[src/rtl/sigma_delta_dac_ctrl.sv]
// rtl/sigma_delta_dac_ctrl.sv - sample scheduler and soft-mute gain ramp for the sigma-delta DAC
module sigma_delta_dac_ctrl #(
  parameter int NBITS      = 2,
  parameter int MBITS      = 16,
  parameter int SAMPLE_DIV = 1134,
  parameter int FIFO_DEPTH = 4,
  parameter int RAMP_LOG2  = 6
) (
  input  logic                   clk,
  input  logic                   reset,
  input  logic                   enable,
  input  logic                   s_valid,
  input  logic [15:0]            s_data,
  output logic                   s_ready,
  output logic [NBITS+MBITS-1:0] dac_din,
  output logic                   sample_tick,
  output logic                   muted,
  output logic                   underrun,
  input  logic                   underrun_clr
);
  localparam int DW = NBITS + MBITS;
  localparam int CW = $clog2(SAMPLE_DIV);
  localparam int AW = $clog2(FIFO_DEPTH);
  localparam int GW = RAMP_LOG2 + 1;
  localparam int PW = DW + RAMP_LOG2 + 2;
  localparam logic [CW-1:0] CNT_LAST = CW'(SAMPLE_DIV - 1);
  localparam logic [GW-1:0] GMAX     = {1'b1, {RAMP_LOG2{1'b0}}};
  localparam logic [GW-1:0] GONE     = GW'(1);

  typedef enum logic [1:0] {MUTED, RAMP_UP, PLAY, RAMP_DOWN} state_t;

  logic [CW-1:0] cnt;
  logic          tick;

  assign tick        = (cnt == CNT_LAST);
  assign sample_tick = tick;

  always_ff @(posedge clk) begin
    if (reset || tick) cnt <= '0;
    else               cnt <= cnt + CW'(1);
  end

  logic [15:0] mem [FIFO_DEPTH];
  logic [AW:0] wr_ptr, rd_ptr;
  logic        full, empty, push, pop;
  logic [15:0] head;

  assign empty   = (wr_ptr == rd_ptr);
  assign full    = (wr_ptr[AW] != rd_ptr[AW]) && (wr_ptr[AW-1:0] == rd_ptr[AW-1:0]);
  assign s_ready = !full && !reset;
  assign push    = s_valid && s_ready;
  // A push landing on a tick into an empty FIFO is not visible to that tick.
  assign pop     = tick && !empty;
  assign head    = mem[rd_ptr[AW-1:0]];

  always_ff @(posedge clk) begin
    if (push) mem[wr_ptr[AW-1:0]] <= s_data;
  end

  always_ff @(posedge clk) begin
    if (reset) begin
      wr_ptr <= '0;
      rd_ptr <= '0;
    end else begin
      if (push) wr_ptr <= wr_ptr + (AW+1)'(1);
      if (pop)  rd_ptr <= rd_ptr + (AW+1)'(1);
    end
  end

  state_t             state;
  logic [GW-1:0]      gain;
  logic signed [15:0] s_held;

  always_ff @(posedge clk) begin
    if (reset) begin
      state  <= MUTED;
      gain   <= '0;
      s_held <= '0;
      muted  <= 1'b1;
    end else if (tick) begin
      // The tick that leaves MUTED already fetches the sample it will play at gain 1.
      if (!empty && (state != MUTED || enable)) s_held <= head;
      case (state)
        MUTED: begin
          if (enable) begin
            state <= RAMP_UP;
            gain  <= GONE;
            muted <= 1'b0;
          end
        end
        RAMP_UP: begin
          if (enable) begin
            gain <= gain + GONE;
            if (gain + GONE == GMAX) state <= PLAY;
          end else if (gain == GONE) begin
            gain  <= '0;
            state <= MUTED;
            muted <= 1'b1;
          end else begin
            gain  <= gain - GONE;
            state <= RAMP_DOWN;
          end
        end
        PLAY: begin
          if (!enable) begin
            gain  <= GMAX - GONE;
            state <= RAMP_DOWN;
          end
        end
        RAMP_DOWN: begin
          if (!enable) begin
            gain <= gain - GONE;
            if (gain == GONE) begin
              state <= MUTED;
              muted <= 1'b1;
            end
          end else begin
            gain  <= gain + GONE;
            state <= (gain + GONE == GMAX) ? PLAY : RAMP_UP;
          end
        end
        default: begin
          state <= MUTED;
          gain  <= '0;
          muted <= 1'b1;
        end
      endcase
    end
  end

  always_ff @(posedge clk) begin
    if (reset)                                    underrun <= 1'b0;
    else if (tick && state != MUTED && empty)     underrun <= 1'b1;
    else if (underrun_clr)                        underrun <= 1'b0;
  end

  logic signed [PW-1:0] held_ext, gain_ext, prod, scaled;

  assign held_ext = {{(PW-16){s_held[15]}}, s_held};
  assign gain_ext = {{(PW-GW){1'b0}}, gain};
  assign prod     = held_ext * gain_ext;
  // Arithmetic shift floors toward -inf; Q1.15 then lines up with the DAC's binary point.
  assign scaled   = prod >>> RAMP_LOG2;

  always_ff @(posedge clk) begin
    if (reset) dac_din <= '0;
    else       dac_din <= DW'(scaled << (MBITS - 15));
  end

endmodule

[config.mk]
export PLATFORM = sky130hd
export DESIGN_NAME = sigma_delta_dac_ctrl
export DESIGN_NICKNAME = d
export VERILOG_FILES = /design/src/rtl/sigma_delta_dac_ctrl.sv
export SDC_FILE = /design/constraint.sdc
export NUM_CORES = 1
export LEC_CHECK = 0
export CELL_PAD_IN_SITES_DETAIL_PLACEMENT = 1
export CELL_PAD_IN_SITES_GLOBAL_PLACEMENT = 1
export CORE_ASPECT_RATIO = 1.2
export CORE_MARGIN = 4
export CORE_UTILIZATION = 50
export CTS_BUF_LIST = sky130_fd_sc_hd__clkbuf_2 sky130_fd_sc_hd__clkbuf_4 sky130_fd_sc_hd__clkbuf_8
export DETAILED_ROUTE_END_ITERATION = 6
export GPL_TIMING_DRIVEN = 0
export PLACE_DENSITY = 0.86
export SETUP_SLACK_MARGIN = 0.5
export SYNTH_ARGS = -nofsm -noshare
export SYNTH_HDL_FRONTEND = slang
export SYNTH_SLANG_ARGS = --single-unit
[constraint.sdc]
create_clock -name clk -period 6.9 [get_ports clk]
set_input_delay 1.38 -clock clk [delete_from_list [all_inputs] [get_ports clk]]
set_output_delay 1.38 -clock clk [all_outputs]
set_load 0.02 [all_outputs]
# After elaboration in Yosys (flattened, before gate mapping)
# Memories as Yosys holds them, arrays and structs flattened. A register that Yosys moved wholly into a read port is not among the register bits.
# Index checks and enable logic that the tools add are counted.
# word_totals
latch_bits	0
romBits	0
out_inout_bits	22
n_memories	1
in_bits	21
ramBits	64
register_bits	46
word_cells	75
# classes
n_eq_ne	15
addsub	5
bitwise_logic	0
n_reduce_logical	21
shifts	0
n_lt_le_gt_ge	0
div_mod_pow	0
n_mul	1
mux	23
# mem_list
name	words	word_bits	rd	rd_clocked_by_memory_dff	write_ports	line	source
mem	4	16	1	1	1	43	logic [15:0] mem [FIFO_DEPTH];
# ops
cell	count
7-bit two-way mux	5
7-bit case mux with 4 select lines	1
16-bit by 8-bit multiplier with 23-bit output	1
2-bit two-way mux	8
11-bit by 1-bit adder with 11-bit output, second input constant	1
11-bit == test, second input constant	1
5-bit AND reduction	2
2-bit case mux with 4 select lines	1
7-bit by 1-bit adder with 7-bit output, second input constant	1
7-bit by 1-bit == test with 1-bit output, second input constant	1
7-bit == test, second input constant	1
1-bit logical AND	7
1-bit two-way mux	7
7-bit by 1-bit subtractor with 7-bit output, second input constant	1
3-bit by 1-bit adder with 3-bit output, second input constant	2
2-bit != test, second input constant	3
3-bit != test, second input constant	2
2-bit nonzero test	3
2-bit == test, second input constant	2
3-bit == test	1
1-bit logical NOT	3
3-bit AND reduction	1
2-bit by 1-bit == test with 1-bit output, second input constant	1
2-bit == test	1
other kinds (7)	8

# Longest topological paths before layout
# Gate-level depths: netlist of the first run.
# logic_depth
ltp_word	7
depth_mapped	19
ltp_nobuf	16

# Worst setup path before layout of the first run
# Ideal clock, no wire load.
# synth_path
path_kind	register -> register
startpoint	register gain[2]
endpoint	register dac_din[16]
setup_slack_ns	1.802
synth_period_minus_slack_ns	5.098
arrival_time_ns	4.978
path_buffers	4
stages_incl_launch_ff	20
setup_time_ns	0.121
t_required_ns	6.779
cell_sequence	dfxtp_1 > clkbuf_1 > clkbuf_1 > clkbuf_1 > nand2_1 > fa_1 > inv_1 > fa_1 > fa_1 > inv_1 > fa_1 > inv_1 > ha_1 > clkbuf_1 > a21oi_1 > o21ai_0 > or3_1 > a41o_1 > a21oi_1 > mux2_2
# synth_between
elab_chain_len	1
# synth_rtl
element	line	source
start, declared	71	logic [GW-1:0] gain;
start signal, assigned	93	gain <= gain + GONE;
start signal, assigned	100	gain <= gain - GONE;
start signal, assigned	106	gain <= GMAX - GONE;
16-bit by 8-bit multiplier with 23-bit output	141	assign prod = held_ext * gain_ext;
end signal, assigned	147	else dac_din <= DW'(scaled << (MBITS - 15));
end, declared	15	output logic [NBITS+MBITS-1:0] dac_din,
# No other way between the ends.
# A chain may end at the register's enable or synchronous reset.

# Worst setup path in the final report of the first run
# layout_path
startpoint	register gain[4]
endpoint	register dac_din[14]
# The elaborated chain is that of the path after synthesis.

==> impl_metrics.ini, run 1 <==
[timing]
relSlewSlack_pct = 41.3
rsz0062_at_grt = false
slew_violations = 0
fmax_mhz = 164
post-route-min-period_ns = 6.10
setup_tns_ns = 0
min_period_over_period_pct = 88.3
tightestPinTransition_ns = 0.880
setup_viol = 0
finalHoldViolCount = 0
fin_skew_ns = 0.0185
whs_ns = 0.450

[floorplanning]
die_area_um2 = 20100
ios = 43
die_w_um = 130
fp.dieH_um = 154
core_area_um2 = 17600
initial_core_util_pct = 50.9
core.rowCount = 53

[pwr]
p_per_area_nw_per_um2 = 153
power_leakage_uw = 0.00423
ir_worst_vdd_uv = 183
internal_power_uw = 1160
p_clk_share_pct = 44.0
p_seq_share_pct = 52.2
pwr-share-comb_pct = 3.8
switching_share_pct = 24.6
p_switching_uw = 377

[synthesis]
netlist.area_leader.share_pct = 21.5
synth_cells = 864
synth.distinct_cells = 61
yosys.area.top_type = edfxtp_1
async_flop_share_pct = 0
synth.top_cells.by_count = inv_1, nand2_1, fa_1, and2_1, edfxtp_1
seq_area_frac_synth_pct = 35.2
yosys-top-cells-area = edfxtp_1, fa_1, dfxtp_1, ha_1, and2_1
synth.most_common_cell = inv_1
synth_warnings = 0
ys.flop_type = edfxtp_1
syn-cell-area_um2 = 8940
syn_area_per_cell_um2 = 10.3
synth_nets = 1021
synth_edf_count = 64
yosys_register_bits = 125

[clock_tree]
root_buffer = clkbuf_8
cts_buffer_depth = 2
cts_tree = yes
cts_inserted_buffers = 17
path_clk_slew_ns = 0.09
cts_sinks = 125
clkLatencyLatePin_ns = 0.45
htree_levels = 4

[global_route]
grt_max_degree = 18
gr-usage-all-layers_pct = 24.3
antenna_found_initial = 0
grt_overflow = 0
grt_pass1_vias = 7330
grt_pass1_wl_mm = 37.7

[worst_setup_path]
critPathMaxFanout = 10
required_ns = 7.25
worstReg2RegEnd = dac_din[14]$_SDFF_PP0_
rrSetupSlack_ns = 0.80
cp-start-kind = register
cp.arrival_ns = 6.44
worstSetupPathType = reg2reg
cp-end-kind = register
regToRegStartpoint = gain[4]$_SDFFE_PP0P_
crit_start = gain[4]$_SDFFE_PP0P_
reg2reg_depth = 17

[final_layout]
drive_gt1_share_pct = 7.58
syn_to_final_growth_pct = 12.2
utilization_pct = 57.0
diodes = 0
fin_nets = 1081

[placed_design]
io_buffers = 41
dpl.hpwl_mm = 17.6
gp_congestion = 0.854

[route]
ant_nets = 0
vias = 6427
first_pass_iters = 4
drt-total-wl_mm = 22.8
via_per_inst = 5.55
wire_per_inst_um = 19.7
drcViolationCount = 0
drt_first_iter_violations = 211

[min_path]
hp-start = muted$_SDFFE_PP1P_
hold_depth = 2
min_to = muted$_SDFFE_PP1P_
hp-class = reg2reg

[run]
cap_violations = 0

[status]
outcome = finished clean
==> worst max-delay path by stage <==
stage / cells after the start / to / slack, ns
finish: 17 / dac_din[14]$_SDFF_PP0_ / 0.80
global route: 17 / dac_din[14]$_SDFF_PP0_ / 0.54
CTS: 18 / dac_din[14]$_SDFF_PP0_ / 0.63
detailed placement: 18 / dac_din[14]$_SDFF_PP0_ / 0.73
global placement: 19 / dac_din[16]$_SDFF_PP0_ / 0.87
floorplan: 19 / dac_din[16]$_SDFF_PP0_ / 1.80
==> metal layers <==
| metal | global-route usage, % | routed length [um] | part of all wire [%] | vias to the layer above |
|---|---|---|---|---|
| met5 | 0 | 0 | 0 | - |
| met4 | 11.3 | 962 | 4.2 | 0 |
| met3 | 4.18 | 761 | 3.3 | 68 |
| met2 | 43.9 | 12200 | 54 | 184 |
| met1 | 27.4 | 8870 | 39 | 3214 |
| li1 | - | - | - | 2961 |
==> flip-flops by register name, indices dropped and copies added (netlist names) <==
signal    count
muted         1
gain          7
s_held       16
state         2
mem          64
underrun      1
wr_ptr        3
rd_ptr        3
dac_din      17
cnt          11
==> metrics by stage <==
| stage | total power, uW | setup WS [ns] | std cells | area [um^2] |
|---|---|---|---|---|
| 4_1_cts | 1550 | 0.627 | 1157 | 10000 |
| 2_1_floorplan | 843 | 1.80 | 864 | 8940 |
| 3_3_place_gp | 870 | 0.870 | 1125 | 9620 |
| 3_5_place_dp | 875 | 0.726 | 1125 | 9620 |
| 6_report | 1530 | 0.805 | 1157 | 10000 |
| 5_1_grt | 1580 | 0.541 | 1157 | 10000 |
==> layout by cell type (no fill, tap or decap), types with 4 or more instances in the layout <==
cell             count
inv_1              125
nand2_1             90
fa_1                83
and2_1              80
edfxtp_1            64
dfxtp_1             61
ha_1                53
nor2_1              48
a21oi_1             44
clkdlybuf4s50_1     41
clkbuf_1            25
xnor2_1             20
clkbuf_8            19
o21ai_0             19
mux4_2              16
xor2_1              12
nand4_1              9
a21o_1               9
nor3_1               8
nand3_1              8
inv_6                7
and3_1               6
buf_2                5
a211oi_1             5
a22o_1               5
a31oi_1              4
or3_1                4
o21a_1               4
==> power by group through the flow <==
stage	Clock (uW)	Sequential, uW	Combinational [uW]
6_report	674	800	59.0
5_1_grt	719	801	64.2
4_1_cts	687	800	59.6
3_5_place_dp	0	817	58.6
3_3_place_gp	0	815	55.0
2_1_floorplan	0	814	29.1
==> what timing repair did <==
item / CTS / global route
resized for setup: 0 / 4
setup endpoints to repair: 0 / 3
hold buffers: 0 / 0
setup buffers: 0 / 0
==> area by class of cell <==
cell class	count	area, um^2
flip-flops and latches	125	3140
clock buffers	18	248
fillers	1903	7550
well taps	220	275
inverters	125	469
plain buffers	37	173
clock inverters	14	151
multi-input cells	577	5150
repair buffers	41	410
==> kinds of logic after synthesis <==
logic type	count (synthesis)	synth area share, %
AOI/OAI and AO/OA	113	8.19
xor gates and xnor gates	32	3.14
adders and majority gates	136	26.0
buffers and inverters	162	7.15
DFF	125	35.2
muxes	21	4.63
other	1	0.0420
and+or+nand+nor	274	15.7
==> worst max-delay path, stage by stage (launching register included) <==
cell	delay (ns)
dfxtp_1	0.37
clkbuf_1	0.44
clkbuf_1	0.51
nand2_1	0.16
fa_1	0.57
inv_1	0.06
fa_1	0.48
fa_1	0.55
inv_1	0.07
fa_1	0.59
inv_1	0.07
ha_1	0.35
and4_1	0.23
and2_1	0.17
a221oi_2	0.51
nor3_1	0.10
nor3b_1	0.37
mux2_2	0.38
(Power assumes the default switching activity.)
==> run 2, diff against run 1 <==
--- a/config.mk
+++ b/config.mk
@@ -9,11 +9,12 @@
 export CELL_PAD_IN_SITES_GLOBAL_PLACEMENT = 1
 export CORE_ASPECT_RATIO = 1.2
 export CORE_MARGIN = 4
-export CORE_UTILIZATION = 50
+export CORE_UTILIZATION = 40
 export CTS_BUF_LIST = sky130_fd_sc_hd__clkbuf_2 sky130_fd_sc_hd__clkbuf_4 sky130_fd_sc_hd__clkbuf_8
 export DETAILED_ROUTE_END_ITERATION = 6
 export GPL_TIMING_DRIVEN = 0
-export PLACE_DENSITY = 0.86
+export PLACE_DENSITY = 0.72
+export RECOVER_POWER = 25
 export SETUP_SLACK_MARGIN = 0.5
 export SYNTH_ARGS = -nofsm -noshare
 export SYNTH_HDL_FRONTEND = slang
==> run 2 against run 1 <==
Clock power decreased by 5.0%. Sequential share of layout area is 0.14 points lower. Worst hold slack barely moved. Final area up 0.46%. Largest cell class unchanged. Highest routed layer unchanged.
==> impl_metrics.ini, run 2 (synthesized netlist as in run 1, its figures left out) <==
[status]
outcome = finished clean

[floorplanning]
die_w_um = 144
fp.dieH_um = 172
die_area_um2 = 24800
core.rowCount = 59
core_area_um2 = 21900
ios = 43
initial_core_util_pct = 40.9

[timing]
setup_viol = 0
finalHoldViolCount = 0
min_period_over_period_pct = 86.3
setup_tns_ns = 0
slew_violations = 0
fmax_mhz = 168
post-route-min-period_ns = 5.95
tightestPinTransition_ns = 0.889
fin_skew_ns = 0.0112
relSlewSlack_pct = 40.7
rsz0062_at_grt = false

[global_route]
grt_max_degree = 18
grt_pass1_vias = 7126
gr-usage-all-layers_pct = 18.5
grt_overflow = 0
antenna_found_initial = 0
grt_pass1_wl_mm = 36.0

[final_layout]
largest_register_ffs = 64
diodes = 0
regArea_um2 = 3140
fillCellCount = 2456
layout_commonest_cell = inv_1
fin_nets = 1081
syn_to_final_growth_pct = 12.7
multi_input_area_um2 = 5150
final_cell_mix = inv_1, nand2_1, fa_1
drive_gt1_share_pct = 7.47

[worst_setup_path]
rrSetupSlack_ns = 0.95
worstSetupPathType = reg2reg
cp.arrival_ns = 6.29
cp-start-kind = register
required_ns = 7.24
critPathMaxFanout = 10
cp-end-kind = register

[pwr]
p_per_area_nw_per_um2 = 148
p_seq_share_pct = 53.5
power_leakage_uw = 0.00421
internal_power_uw = 1090
pwr-share-comb_pct = 3.7
switching_share_pct = 27.4
p_switching_uw = 409
power_uw = 1490
p_clk_share_pct = 42.8
ir_worst_vdd_uv = 144

[clock_tree]
post-cts-setup-buffers = 0
clkLatencyLatePin_ns = 0.45
cts_sinks = 125
cts_resized = 0
htree_levels = 4
cts_tree = yes
root_buffer = clkbuf_8
postCtsHoldBufs = 0
cts_buffer_depth = 2
path_clk_slew_ns = 0.09
cts_inserted_buffers = 17

[route]
via_per_inst = 5.20
first_pass_iters = 4
vias = 6300
drcViolationCount = 0
drt_first_iter_violations = 171
wire_per_inst_um = 17.6
drt-total-wl_mm = 21.3
ant_nets = 0

[run]
cap_violations = 0

[min_path]
hp-class = reg2reg

[placed_design]
gp_congestion = 0.825
dpl.hpwl_mm = 16.6
io_buffers = 41
-- run 2: changes by cell type in the layout (fill, tap and decap cells not counted), moves of 2 or more --
cell and change:
inv_8 +4, dlygate4sd3_1 +14, clkinvlp_4 +3, bufinv_16 -2
clkinv_2 -3, clkdlybuf4s50_1 -14
-- run 2: final cells by class --
type                            count  area share, %
Multi-Input combinational cell    577           51.2
Sequential cell                   125           31.2
Inverter                          125           4.66
Timing Repair Buffer               41           4.08
Tap cell                          274           3.40
Clock buffer                       17           2.32
Buffer                             37           1.70
Clock inverter                     15           1.44
-- run 2: metrics by stage --
stage	utilization, %	setup slack (ns)	cells	hold slack (ns)	instance area (um^2)
floorplan	-	1.80	864	0.445	8940
global placement	44.3	0.808	1179	0.435	9690
detailed placement	44.3	0.769	1179	0.445	9690
CTS	46.1	0.753	1211	0.457	10100
global route	46.1	0.523	1211	0.482	10100
finish	46.1	0.948	1211	0.451	10100
-- run 2: routing by layer --
layer,global-route usage (%),up-vias,wire length (um)
li1,-,2973,-
met1,22.4,3177,8950
met2,33.7,112,11300
met3,2.98,38,678
met4,5.68,0,419
met5,0,-,0
-- run 2: power groups by stage --
stage          clock network, uW  logic, uW  registers [uW]
2_1_floorplan                  0       29.1             814
6_report                     640       55.4             799
3_3_place_gp                   0       55.9             815
4_1_cts                      656       58.0             799
3_5_place_dp                   0       57.5             816
5_1_grt                      695       62.3             800
-- run 2: worst max-delay path, stage by stage, from the launching register on --
cell      delay [ns]
dfxtp_1         0.32
clkbuf_1        0.30
clkbuf_1        0.46
clkbuf_2        0.37
nand2_1         0.11
fa_1            0.49
inv_1           0.05
fa_1            0.48
fa_1            0.55
inv_1           0.06
fa_1            0.53
inv_1           0.05
ha_1            0.35
a21oi_1         0.16
o21ai_0         0.22
a221oi_2        0.62
nor3_1          0.12
nor3b_1         0.26
mux2_2          0.36
-- run 2: final timing paths --
kind	cells past startpoint	start	end
worst max-delay path	18	gain[2]$_SDFFE_PP0P_	dac_din[14]$_SDFF_PP0_
worst min-delay path	2	muted$_SDFFE_PP1P_	muted$_SDFFE_PP1P_
worst max register to register	18	gain[2]$_SDFFE_PP0P_	dac_din[14]$_SDFF_PP0_
worst min register to register	2	muted$_SDFFE_PP1P_	muted$_SDFFE_PP1P_
==> run 3, diff against run 2 <==
--- a/config.mk
+++ b/config.mk
@@ -11,6 +11,7 @@
 export CORE_MARGIN = 4
 export CORE_UTILIZATION = 40
 export CTS_BUF_LIST = sky130_fd_sc_hd__clkbuf_2 sky130_fd_sc_hd__clkbuf_4 sky130_fd_sc_hd__clkbuf_8
+export CTS_CLUSTER_SIZE = 20
 export DETAILED_ROUTE_END_ITERATION = 6
 export GPL_TIMING_DRIVEN = 0
 export PLACE_DENSITY = 0.72
==> results of run 3 <==
Same layout as run 2: the final DEF is identical, and so are final timing and power.
